--- config.mk ---
export PLATFORM = sky130hd
export DESIGN_NAME = spi_client_ovs
export DESIGN_NICKNAME = d
export VERILOG_FILES = /design/src/rtl/spi_client_ovs.sv
export SDC_FILE = /design/constraint.sdc
export NUM_CORES = 1
export LEC_CHECK = 0
export BUFFER_PORTS_ARGS = -buffer_cell sky130_fd_sc_hd__buf_2
export CAP_MARGIN = 10
export CORE_UTILIZATION = 36
export CTS_BUF_LIST = sky130_fd_sc_hd__clkbuf_16
export DETAILED_ROUTE_END_ITERATION = 6
export PLACE_DENSITY_LB_ADDON = 0.08
export SLEW_MARGIN = 20
export SYNTH_ARGS = -nofsm -noshare
export SYNTH_HDL_FRONTEND = slang
export SYNTH_SLANG_ARGS = --single-unit
--- constraint.sdc ---
create_clock -name i_spi_clk -period 5.25 [get_ports i_spi_clk]
set_input_delay 0.2625 -clock i_spi_clk [delete_from_list [all_inputs] [get_ports i_spi_clk]]
set_output_delay 0.2625 -clock i_spi_clk [all_outputs]
set_load 0.01 [all_outputs]
--- src/rtl/spi_client_ovs.sv ---
// SPI client with oversampled (synchronised) SCLK/CS/MOSI, a TX FIFO feeding MISO
// and a word-parallel RX output. All logic runs on i_spi_clk.
module spi_client_ovs #(
    parameter int WIDTH     = 8,
    parameter int DEPTH     = 4,
    parameter int CPOL      = 0,
    parameter int CPHA      = 0,
    parameter int MSB_FIRST = 1
) (
    input  logic                           i_spi_clk,
    input  logic                           i_reset,
    input  logic                           i_sclk,
    input  logic                           i_cs_n,
    input  logic                           i_mosi,
    output logic                           o_miso,
    output logic                           o_active,
    output logic                           o_rx_valid,
    output logic                           o_rx_start,
    output logic [WIDTH-1:0]               o_rx_data,
    input  logic                           i_tx_valid,
    output logic                           o_tx_ready,
    input  logic [WIDTH-1:0]               i_tx_data,
    output logic                           o_tx_underrun,
    output logic [$clog2(DEPTH+1)-1:0]     o_tx_level,
    output logic [1:0]                     o_dbg_state
);
    localparam int LW = $clog2(DEPTH + 1);
    localparam int PW = $clog2(DEPTH);
    localparam int CW = $clog2(WIDTH);
    localparam logic [CW-1:0] CNT_LAST = CW'(WIDTH - 1);
    localparam logic IDLE_LVL = (CPOL != 0);

    typedef enum logic [1:0] {ST_IDLE = 2'd0, ST_ACTIVE = 2'd1, ST_HOLD = 2'd2} state_t;

    state_t            state_q, state_d;
    logic              sclk_m_q, sclk_m_d, sclk_s_q, sclk_s_d, sclk_p_q, sclk_p_d;
    logic              cs_m_q, cs_m_d, cs_s_q, cs_s_d, cs_p_q, cs_p_d;
    logic              mosi_m_q, mosi_m_d, mosi_s_q, mosi_s_d;
    logic [WIDTH-1:0]  rx_shift_q, rx_shift_d, rx_data_q, rx_data_d;
    logic [CW-1:0]     rx_cnt_q, rx_cnt_d, tx_cnt_q, tx_cnt_d;
    logic              rx_valid_q, rx_valid_d, rx_start_q, rx_start_d, first_q, first_d;
    logic [WIDTH-1:0]  tx_shift_q, tx_shift_d;
    logic              miso_q, miso_d, underrun_q, underrun_d, active_q, active_d;
    logic [PW-1:0]     wr_ptr_q, wr_ptr_d, rd_ptr_q, rd_ptr_d;
    logic [LW-1:0]     level_q, level_d;
    logic [WIDTH-1:0]  fifo_mem [DEPTH];

    logic              lead, trail, sample, shift, cs_fall;
    logic              push, pop, load, fifo_empty;
    logic [WIDTH-1:0]  rx_next, tx_next, tx_word;

    // Push handshake: a word is accepted on a rising clock edge where
    // i_tx_valid && o_tx_ready; o_tx_ready depends only on current occupancy.
    assign o_tx_ready = (level_q < LW'(DEPTH));
    assign push       = i_tx_valid && o_tx_ready;
    assign fifo_empty = (level_q == '0);

    assign lead    = (sclk_p_q == IDLE_LVL) && (sclk_s_q != IDLE_LVL);
    assign trail   = (sclk_p_q != IDLE_LVL) && (sclk_s_q == IDLE_LVL);
    assign sample  = (CPHA == 0) ? lead : trail;
    assign shift   = (CPHA == 0) ? trail : lead;
    assign cs_fall = cs_p_q && !cs_s_q;

    assign rx_next = (MSB_FIRST != 0) ? {rx_shift_q[WIDTH-2:0], mosi_s_q}
                                      : {mosi_s_q, rx_shift_q[WIDTH-1:1]};
    assign tx_next = (MSB_FIRST != 0) ? {tx_shift_q[WIDTH-2:0], 1'b0}
                                      : {1'b0, tx_shift_q[WIDTH-1:1]};
    assign tx_word = fifo_empty ? '0 : fifo_mem[rd_ptr_q];

    always_comb begin
        state_d    = state_q;
        sclk_m_d   = i_sclk;
        sclk_s_d   = sclk_m_q;
        sclk_p_d   = sclk_s_q;
        cs_m_d     = i_cs_n;
        cs_s_d     = cs_m_q;
        cs_p_d     = cs_s_q;
        mosi_m_d   = i_mosi;
        mosi_s_d   = mosi_m_q;
        active_d   = !cs_s_q;
        rx_shift_d = rx_shift_q;
        rx_data_d  = rx_data_q;
        rx_cnt_d   = rx_cnt_q;
        rx_valid_d = 1'b0;
        rx_start_d = rx_start_q;
        first_d    = first_q;
        tx_shift_d = tx_shift_q;
        tx_cnt_d   = tx_cnt_q;
        miso_d     = miso_q;
        underrun_d = 1'b0;
        load       = 1'b0;
        pop        = 1'b0;

        case (state_q)
            ST_IDLE: begin
                miso_d = 1'b0;
                if (cs_fall) begin
                    state_d  = ST_ACTIVE;
                    rx_cnt_d = '0;
                    tx_cnt_d = '0;
                    first_d  = 1'b1;
                    load     = (CPHA == 0);
                end
            end
            ST_ACTIVE: begin
                if (cs_s_q) begin
                    // Frame ended: any partial RX word and loaded TX word are abandoned.
                    state_d  = ST_IDLE;
                    rx_cnt_d = '0;
                    tx_cnt_d = '0;
                    miso_d   = 1'b0;
                end else begin
                    if (sample) begin
                        rx_shift_d = rx_next;
                        if (rx_cnt_q == CNT_LAST) begin
                            rx_cnt_d   = '0;
                            rx_data_d  = rx_next;
                            rx_valid_d = 1'b1;
                            rx_start_d = first_q;
                            first_d    = 1'b0;
                        end else begin
                            rx_cnt_d = rx_cnt_q + 1'b1;
                        end
                    end
                    if (shift) begin
                        if ((CPHA == 0) ? (tx_cnt_q == CNT_LAST) : (tx_cnt_q == '0)) begin
                            load = 1'b1;
                        end else begin
                            tx_shift_d = tx_next;
                            miso_d     = (MSB_FIRST != 0) ? tx_next[WIDTH-1] : tx_next[0];
                        end
                        tx_cnt_d = (tx_cnt_q == CNT_LAST) ? '0 : tx_cnt_q + 1'b1;
                    end
                end
            end
            ST_HOLD: begin
                miso_d = 1'b0;
                if (cs_s_q) state_d = ST_IDLE;
            end
            default: state_d = ST_HOLD;
        endcase

        if (load) begin
            pop        = !fifo_empty;
            underrun_d = fifo_empty;
            tx_shift_d = tx_word;
            miso_d     = (MSB_FIRST != 0) ? tx_word[WIDTH-1] : tx_word[0];
        end

        wr_ptr_d = wr_ptr_q + PW'(push);
        rd_ptr_d = rd_ptr_q + PW'(pop);
        level_d  = level_q + LW'(push) - LW'(pop);
    end

    always_ff @(posedge i_spi_clk) begin
        if (i_reset) begin
            // Synchronised CS reads low after reset, so HOLD waits for a real CS high.
            state_q    <= ST_HOLD;
            sclk_m_q   <= 1'b0;
            sclk_s_q   <= 1'b0;
            sclk_p_q   <= 1'b0;
            cs_m_q     <= 1'b0;
            cs_s_q     <= 1'b0;
            cs_p_q     <= 1'b0;
            mosi_m_q   <= 1'b0;
            mosi_s_q   <= 1'b0;
            active_q   <= 1'b0;
            rx_shift_q <= '0;
            rx_data_q  <= '0;
            rx_cnt_q   <= '0;
            rx_valid_q <= 1'b0;
            rx_start_q <= 1'b0;
            first_q    <= 1'b0;
            tx_shift_q <= '0;
            tx_cnt_q   <= '0;
            miso_q     <= 1'b0;
            underrun_q <= 1'b0;
            wr_ptr_q   <= '0;
            rd_ptr_q   <= '0;
            level_q    <= '0;
        end else begin
            state_q    <= state_d;
            sclk_m_q   <= sclk_m_d;
            sclk_s_q   <= sclk_s_d;
            sclk_p_q   <= sclk_p_d;
            cs_m_q     <= cs_m_d;
            cs_s_q     <= cs_s_d;
            cs_p_q     <= cs_p_d;
            mosi_m_q   <= mosi_m_d;
            mosi_s_q   <= mosi_s_d;
            active_q   <= active_d;
            rx_shift_q <= rx_shift_d;
            rx_data_q  <= rx_data_d;
            rx_cnt_q   <= rx_cnt_d;
            rx_valid_q <= rx_valid_d;
            rx_start_q <= rx_start_d;
            first_q    <= first_d;
            tx_shift_q <= tx_shift_d;
            tx_cnt_q   <= tx_cnt_d;
            miso_q     <= miso_d;
            underrun_q <= underrun_d;
            wr_ptr_q   <= wr_ptr_d;
            rd_ptr_q   <= rd_ptr_d;
            level_q    <= level_d;
        end
    end

    always_ff @(posedge i_spi_clk) begin
        if (push) fifo_mem[wr_ptr_q] <= i_tx_data;
    end

    assign o_miso        = miso_q;
    assign o_active      = active_q;
    assign o_rx_valid    = rx_valid_q;
    assign o_rx_start    = rx_start_q;
    assign o_rx_data     = rx_data_q;
    assign o_tx_underrun = underrun_q;
    assign o_tx_level    = level_q;
    assign o_dbg_state   = state_q;
endmodule

==> results of run 1 <==
-- final timing paths --
| kind | from | end | slack (ns) | cells after the start |
|---|---|---|---|---|
| max | o_dbg_state[1]$_SDFFE_PP1P_ | o_tx_level[2]$_SDFF_PP0_ | 2.06 | 11 |
| min | i_sclk | sclk_m_q$_SDFF_PP0_ | 0.14 | 2 |
| max reg2reg | o_dbg_state[1]$_SDFFE_PP1P_ | o_tx_level[2]$_SDFF_PP0_ | 2.06 | 11 |
| min reg2reg | cs_m_q$_SDFF_PP0_ | cs_p_d$_SDFF_PP0_ | 0.44 | 1 |
-- cell type report --
| type | instances | area (sq um) |
|---|---|---|
| flip-flops and latches | 83 | 1980 |
| clock buffers | 9 | 225 |
| fillers | 850 | 4960 |
| repair buffers | 34 | 175 |
| clock inverters | 7 | 68.8 |
| well taps | 108 | 135 |
| multi-input cells | 184 | 1260 |
| inverters | 10 | 37.5 |
-- kinds of logic (layout without fill, tap and decap cells) --
kind of cell	count (synthesis)	count (layout)	share of synthesized area, %
simple gates	96	96	14.7
flops	83	83	59.3
compound gates	64	64	11.6
buf+inv	26	60	3.33
fa+ha+maj	11	11	4.34
mux	9	9	5.69
xor+xnor	4	4	1.05
-- worst reg2reg max path, cell delays in order, from the launching register on --
cell	delay [ns]
dfxtp_1	0.40
inv_1	0.08
ha_1	0.27
and2b_1	0.30
a32oi_1	0.73
nor2_1	0.15
xnor2_1	0.17
ha_1	0.19
fa_1	0.37
xnor2_1	0.18
xnor2_1	0.13
nor2_1	0.05
-- power breakdown --
group          switching (mW)  leakage [nW]  internal [mW]  total [mW]
clock                   0.253         0.145          0.367       0.619
combinational           0.106         0.531         0.0730       0.179
sequential             0.0267         0.707          0.726       0.753
total                   0.385          1.38           1.17        1.55
-- cell usage in the layout, fill, tap and decap left out, types with 3 or more instances in the layout --
| cell type | instances |
|---|---|
| dfxtp_1 | 51 |
| a21oi_1 | 36 |
| nand2_1 | 32 |
| edfxtp_1 | 32 |
| buf_2 | 32 |
| nand3_1 | 19 |
| nor2b_1 | 12 |
| inv_1 | 10 |
| nor3_1 | 10 |
| ha_1 | 10 |
| clkbuf_16 | 9 |
| mux4_2 | 8 |
| nor2_1 | 7 |
| o22ai_1 | 7 |
| o211ai_1 | 7 |
| xnor2_1 | 4 |
| o21ai_0 | 4 |
| nand2b_1 | 3 |
-- state kept, by name, indices dropped and copies added (netlist names), 2 cells and up --
| name | cells |
|---|---|
| fifo_mem | 32 |
| o_dbg_state | 2 |
| o_rx_data | 8 |
| o_tx_level | 3 |
| rd_ptr_q | 2 |
| rx_cnt_q | 3 |
| rx_shift_q | 7 |
| tx_cnt_q | 3 |
| tx_shift_q | 7 |
| wr_ptr_q | 2 |
-- per-layer routing --
metal | part of all wire, % | track usage (%) | vias up
li1 | - | - | 1127
met1 | 44 | 16.2 | 1056
met2 | 51 | 25.6 | 48
met3 | 4.1 | 3.87 | 6
met4 | 0.97 | 5.97 | 0
met5 | 0 | 0 | -
==> metrics.yaml, run 1 <==
vias: 2237
hold_class: "in -> reg"
path_clk_slew_ns: 0.06
synth_edf_count: 32
rsz0062_at_grt: "no"
grt_pass1_vias: 2175
cts-htree-levels: 3
yosys_warnings: 0
path_cells: "inv_1, ha_1, and2b_1, a32oi_1, nor2_1, xnor2_1, ha_1, fa_1, xnor2_1, xnor2_1, nor2_1"
stdcell_count: 435
p_leak_nw: 1.38
final_util_pct: 43.9
powerDensity_nw_per_um2: 399
clkLatencyLatePin_ns: 0.33
routabilityCongestion: 0.787
ys_seq_area_share_pct: 59.3
drc_errors: 0
post-place-ws_ns: 2.07
diodes: 0
cts_tree: "done"
finalMaxSlewViolations: 0
required_ns: 5.44
cts-root-buf: "clkbuf_16"
synthFlopType: "dfxtp_1"
yosysTopAreaCellShare_pct: 30.6
grt_max_degree: 50
place_area_sq_um: 3590
die_height_um: 98.4
cts_sinks: 83
drive_gt1_share_pct: 19.3
ant_nets: 0
peakVddDrop_uv: 223
cts_resized: 0
io_pins: 33
placed_cells: 419
viasPerCell: 5.14
yosysMostFrequentCell: "dfxtp_1"
power.total_mw: 1.55
hpwlAfterDp_um: 4140
clockBufferDepth: 2
cp_num_buf_inv: 1
antenna_found_initial: 0
cts_buffers: 9
fin_ws_ns: 2.06
yosys.area.top_type: "dfxtp_1"
synth.distinct_cells: 41
die_w_um: 98.4
cts_hold_buf: 0
hold_viol_final: 0
drv_cap: 0
max_freq_mhz: 314
slew_headroom_pct: 41.1
synth_common_cells: "dfxtp_1 (51), a21oi_1 (36), edfxtp_1 (32), nand2_1 (32), nand3_1 (19)"
num_rows: 34
synth-seq-cells: 83
drt_iter0_markers: 44
finClkSkew_ns: 0.00853
cp_common_cell: "xnor2_1"
grt_overflow_total: 0
io_buffer_count: 32
area_delta_synth_final_pct: 16.2
max_stage_delay_ns: 0.73
synth_area_leaders: "dfxtp_1 (31%), edfxtp_1 (29%), a21oi_1 (5.4%), mux4_2 (5.4%), ha_1 (3.7%)"
timing.hold.ws_ns: 0.136
design_area_sq_um: 3880
status: "finished, final reports clean"
async_flop_share_pct: 0
cp_top_family: "adder cells"
path_class: "reg -> reg"
min_period_ns: 3.19
drt_pass1_iterations: 6
grt_pass1_wl_um: 10600
grt_use_total_pct: 14.4
cts_setup_buffers: 0
critPathCaptureType: "flop"
min_period_over_period_pct: 60.7
setup_violations: 0
syn_area_sq_um: 3340
start_kind: "flop"
syn_inst: 293
initial_utilization_pct: 37.8
drt_wl_total_um: 6280
cp_max_fo: 11
worst_ep_arrival_time_ns: 3.38
layout.nets: 347
synth_nets: 318
core_area_sq_um: 8850
critPathSlowestCell: "a32oi_1"
tns_ns: 0
wl_per_cell_um: 14.4
dieArea_sq_um: 9670
syn_area_per_cell_sq_um: 11.4
worst_pin_slew_ns: 0.880
No activity file was read; power rests on OpenSTA's default activity.
==> inputs of run 2 (changes only) <==
==> constraint.sdc (replaced) <==
create_clock -name i_spi_clk -period 2.8 [get_ports i_spi_clk]
set_input_delay 0.14 -clock i_spi_clk [delete_from_list [all_inputs] [get_ports i_spi_clk]]
set_output_delay 0.14 -clock i_spi_clk [all_outputs]
set_load 0.01 [all_outputs]
==> metrics.yaml, run 2 (same netlist as run 1, synthesis figures left out) <==
status: "finished, final reports clean"
rrSetupSlack_ns: 0.39  # -1.68 ns
slew_headroom_pct: 59.1  # +18 points
tns_ns: 0  # unchanged
drt_pass1_iterations: 6  # unchanged
cts-htree-levels: 3  # unchanged
critPathCaptureType: "flop"
worstRegToRegCells: 11  # unchanged
timing.rr.start: "o_dbg_state[1]$_SDFFE_PP1P_"
drv_cap: 0  # unchanged
cts_sinks: 83  # unchanged
largest_reg_flops: 32  # unchanged
peakVddDrop_uv: 324  # +46%
vias: 2250  # +0.58%
worst_ep_arrival_time_ns: 2.62  # -0.76 ns
routabilityCongestion: 0.793  # +0.79%
top_register: "fifo_mem"
placed_cells: 427  # +1.9%
min_period_over_period_pct: 86.2  # +25 points
max_freq_mhz: 415  # +32%
start_kind: "flop"
core_area_sq_um: 8850  # unchanged
stdcell_count: 443  # +1.8%
grt_max_degree: 29  # -42%
layout.nets: 355  # +2.3%
cts_hold_buf: 0  # unchanged
powerDensity_nw_per_um2: 746  # +87%
hpwlAfterDp_um: 4390  # +6.0%
viasPerCell: 5.08  # -1.2%
min_to: "sclk_m_q$_SDFF_PP0_"
ant_nets: 0  # unchanged
final_common_cell: "dfxtp_1"
cts-root-buf: "clkbuf_16"
clockBufferDepth: 2  # unchanged
timing.hold.ws_ns: 0.0146  # -0.121 ns
final_cell_mix: "dfxtp_1 (51), a21oi_1 (36), nand2_1 (32), edfxtp_1 (32), buf_2 (32)"
area_delta_synth_final_pct: 18.0
io_pins: 33  # unchanged
drive_gt1_share_pct: 20.6  # +1.3 points
cts_resized: 0  # unchanged
cts_tree: "done"
antenna_found_initial: 0  # unchanged
switching_share_pct: 25.1  # +0.27 points
dieArea_sq_um: 9670  # unchanged
cts_buffers: 9  # unchanged
combPwrFrac_pct: 11.9  # +0.4 points
path_clk_slew_ns: 0.06  # about the same
die_height_um: 98.4  # unchanged
finalMaxSlewViolations: 0  # unchanged
reg2reg_to: "o_tx_level[2]$_SDFF_PP0_"
grt_overflow_total: 0  # unchanged
grt_use_total_pct: 14.8  # +0.45 points
hold_class: "in -> reg"
clkLatencyLatePin_ns: 0.33  # about the same
die_w_um: 98.4  # unchanged
initial_utilization_pct: 37.8  # unchanged
grt_pass1_wl_um: 10900  # +3.0%
drt_wl_total_um: 6440  # +2.6%
min_period_ns: 2.41  # -0.775 ns
path_class: "reg -> reg"
num_rows: 34  # unchanged
drt_iter0_markers: 56  # +27%
grt_pass1_vias: 2315  # +6.4%
design_area_sq_um: 3940  # +1.5%
switching_power_uw: 738  # +92%
min_from: "i_sclk"
worst_pin_slew_ns: 0.612  # -0.268 ns
whs_path_depth: 2  # unchanged
finClkSkew_ns: 0.00774  # -0.000792 ns
rsz0062_at_grt: "no"
drc_errors: 0  # unchanged
setup_violations: 0  # unchanged
required_ns: 3.01  # -2.43 ns
final_util_pct: 44.6  # +0.68 points
io_buffer_count: 32  # unchanged
power_frac_seq_pct: 47.9  # -0.6 points
wl_per_cell_um: 14.5  # +0.79%
internal-power_mw: 2.20  # +89%
cp_max_fo: 5  # -6
hold_viol_final: 0  # unchanged
power.share.clock_pct: 40.2  # +0.3 points
p_leak_nw: 1.42  # +3.0%
cts_setup_buffers: 0  # unchanged
diodes: 0  # unchanged
place_area_sq_um: 3640  # +1.5%
-- run 2: routing by layer --
metal	part of all wire (%)	vias up	GRT usage (%)	wire length, um
met1	45	1064	16.5	2880
met3	3.0	12	3.65	194
met2	50	36	26.5	3240
met4	2.0	0	6.89	129
li1	-	1138	-	-
met5	0	-	0	0
-- run 2: power groups by stage --
| stage | clock network (mW) | registers [mW] | logic [mW] |
|---|---|---|---|
| after floorplan | 0 | 1.43 | 0.233 |
| after global placement | 0 | 1.43 | 0.358 |
| after detailed placement | 0 | 1.44 | 0.358 |
| after CTS | 1.22 | 1.41 | 0.360 |
| after global routing | 1.26 | 1.42 | 0.393 |
| final | 1.18 | 1.41 | 0.350 |
-- run 2: worst max path at each step --
stage / slack (ns) / to / startpoint / depth (start not counted)
finish: 0.39 / o_tx_level[2]$_SDFF_PP0_ / o_dbg_state[1]$_SDFFE_PP1P_ / 11
global route: 0.18 / o_tx_level[2]$_SDFF_PP0_ / o_dbg_state[1]$_SDFFE_PP1P_ / 11
CTS: 0.35 / o_tx_level[2]$_SDFF_PP0_ / o_dbg_state[1]$_SDFFE_PP1P_ / 11
detailed placement: 0.36 / o_tx_level[2]$_SDFF_PP0_ / o_dbg_state[1]$_SDFFE_PP1P_ / 11
global placement: 0.43 / o_tx_level[2]$_SDFF_PP0_ / o_dbg_state[1]$_SDFFE_PP1P_ / 11
floorplan: 0.13 / o_tx_level[2]$_SDFF_PP0_ / o_dbg_state[1]$_SDFFE_PP1P_ / 13
-- run 2: through the flow --
step	setup WS [ns]	total power, mW
floorplan	0.130	1.67
global placement	0.426	1.79
detailed placement	0.364	1.80
CTS	0.346	2.99
global route	0.183	3.07
finish	0.388	2.94
-- run 2: layout make-up --
class	count	area (sq um)
clock buffer	9	225
clock inverter	7	73.8
multi-input combinational	184	1250
tap	108	135
sequential	83	1980
inverter	10	37.5
timing repair buffer	42	235
fill	834	4900
-- run 2: worst max-delay path, cell delays in order, from the launching register on --
cell and delay [ns]:
dfxtp_1 0.38, inv_1 0.08, ha_1 0.19, and2b_1 0.17
a32oi_1 0.28, nor2_1 0.11, xnor2_1 0.14, ha_1 0.19
fa_1 0.38, xnor2_1 0.18, xnor2_1 0.14, nor2_1 0.05
==> inputs of run 3 (changes only) <==
--- a/config.mk
+++ b/config.mk
@@ -10,7 +10,7 @@
 export CORE_UTILIZATION = 36
 export CTS_BUF_LIST = sky130_fd_sc_hd__clkbuf_16
 export DETAILED_ROUTE_END_ITERATION = 6
-export PLACE_DENSITY_LB_ADDON = 0.08
+export PLACE_DENSITY = 0.65
 export SLEW_MARGIN = 20
 export SYNTH_ARGS = -nofsm -noshare
 export SYNTH_HDL_FRONTEND = slang
==> metrics.yaml, run 3 (same netlist as run 1, synthesis figures left out) <==
status: "finished, final reports clean"
cts_buffers: 9  # unchanged
powerDensity_nw_per_um2: 752  # +0.85%
path_clk_slew_ns: 0.07  # about the same
cp_num_buf_inv: 1  # unchanged
dieArea_sq_um: 9670  # unchanged
grt_pass1_vias: 2200  # -5.0%
slew_headroom_pct: 48.6  # -11 points
start_kind: "flop"
antenna_found_initial: 0  # unchanged
max_stage_delay_ns: 0.39  # about the same
clockBufferDepth: 2  # unchanged
clkLatencyLatePin_ns: 0.33  # about the same
io_buffer_count: 32  # unchanged
drt_wl_total_um: 6210  # -3.6%
path_class: "reg -> reg"
finalMaxSlewViolations: 0  # unchanged
final_common_cell: "dfxtp_1"
initial_utilization_pct: 37.8  # unchanged
largest_reg_flops: 32  # unchanged
p_leak_nw: 1.42  # -0.58%
drive_gt1_share_pct: 20.4  # -0.18 points
cts_hold_buf: 0  # unchanged
routabilityCongestion: 0.889  # +12%
fin_ws_ns: 0.278  # -0.109 ns
die_w_um: 98.4  # unchanged
drt_pass1_iterations: 6  # unchanged
path_cells: "inv_1, ha_1, and2b_1, a32oi_1, nor2_1, xnor2_1, ha_1, fa_1, xnor2_1, xnor2_1, nor2_1"
hold_class: "in -> reg"
cts_setup_buffers: 0  # unchanged
grt_use_total_pct: 13.8  # -1.0 points
wl_per_cell_um: 14.1  # -3.2%
place_area_sq_um: 3630  # -0.41%
cts-htree-levels: 3  # unchanged
critPathCaptureType: "flop"
grt_overflow_total: 0  # unchanged
cts_sinks: 83  # unchanged
ant_nets: 0  # unchanged
drv_cap: 0  # unchanged
area_delta_synth_final_pct: 17.9
vias: 2256  # +0.27%
top_register: "fifo_mem"
setup_violations: 0  # unchanged
post-place-ws_ns: 0.290  # -0.0736 ns
hold_viol_final: 0  # unchanged
cts-root-buf: "clkbuf_16"
core_area_sq_um: 8850  # unchanged
worst_ep_arrival_time_ns: 2.73  # +0.11 ns
hpwlAfterDp_um: 4320  # -1.6%
grt_pass1_wl_um: 10300  # -5.8%
drc_errors: 0  # unchanged
cp_max_fo: 8  # +3
peakVddDrop_uv: 425  # +31%
layout.nets: 353  # -0.56%
viasPerCell: 5.12  # +0.72%
design_area_sq_um: 3940  # -0.13%
finClkSkew_ns: 0.00577  # -0.00197 ns
min_period_ns: 2.52  # +0.109 ns
cp_top_family: "adder cells"
final_cell_mix: "dfxtp_1 (51), a21oi_1 (36), nand2_1 (32), edfxtp_1 (32), buf_2 (32)"
max_freq_mhz: 397  # -4.3%
die_height_um: 98.4  # unchanged
min_period_over_period_pct: 90.1  # +3.9 points
drt_iter0_markers: 50  # -11%
diodes: 0  # unchanged
required_ns: 3.01  # about the same
rsz0062_at_grt: "no"
worst_pin_slew_ns: 0.768  # +0.156 ns
tns_ns: 0  # unchanged
cts_tree: "done"
grt_max_degree: 29  # unchanged
num_rows: 34  # unchanged
cts_resized: 0  # unchanged
critPathSlowestCell: "dfxtp_1"
cp_common_cell: "xnor2_1"
io_pins: 33  # unchanged
run 3: worst paths after layout:
check                         startpoint                        to  slack (ns)  depth (start not counted)
max          o_dbg_state[1]$_SDFFE_PP1P_  o_tx_level[2]$_SDFF_PP0_        0.28                         11
min                               i_sclk       sclk_m_q$_SDFF_PP0_        0.01                          2
max reg2reg  o_dbg_state[1]$_SDFFE_PP1P_  o_tx_level[2]$_SDFF_PP0_        0.28                         11
min reg2reg          mosi_m_q$_SDFF_PP0_       mosi_s_q$_SDFF_PP0_        0.44                          1
run 3: power by group:
| group | total [mW] | switching (mW) | internal [mW] | leakage (nW) |
|---|---|---|---|---|
| clock network | 1.21 | 0.497 | 0.709 | 0.150 |
| logic | 0.346 | 0.203 | 0.143 | 0.559 |
| registers | 1.41 | 0.0494 | 1.36 | 0.707 |
run 3: metrics by stage:
| stage | instances | utilization [%] | total power, mW | hold WS (ns) |
|---|---|---|---|---|
| 6_report | 441 | 44.5 | 2.96 | 0.0110 |
| 5_1_grt | 441 | 44.5 | 3.09 | 0.0100 |
| 4_1_cts | 441 | 44.5 | 3.00 | 0.00355 |
| 3_5_place_dp | 425 | 41.0 | 1.79 | 0.352 |
| 3_3_place_gp | 425 | 41.0 | 1.77 | 0.352 |
| 2_1_floorplan | 293 | - | 1.67 | 0.239 |
run 3: per-layer routing:
metal / wire (um) / vias to the layer above / global-route usage (%) / share of wire (%)
met2: 3180 / 43 / 24.8 / 51
li1: - / 1135 / - / -
met4: 88 / 0 / 4.94 / 1.4
met5: 0 / - / 0 / 0
met3: 259 / 8 / 4.51 / 4.2
met1: 2680 / 1070 / 15.1 / 43
run 3: final cells by class:
cell class | count | area [sq um]
Clock buffer | 9 | 225
Clock inverter | 7 | 83.8
Fill cell | 808 | 4910
Inverter | 10 | 37.5
Multi-Input combinational cell | 184 | 1250
Sequential cell | 83 | 1980
Tap cell | 108 | 135
Timing Repair Buffer | 40 | 220
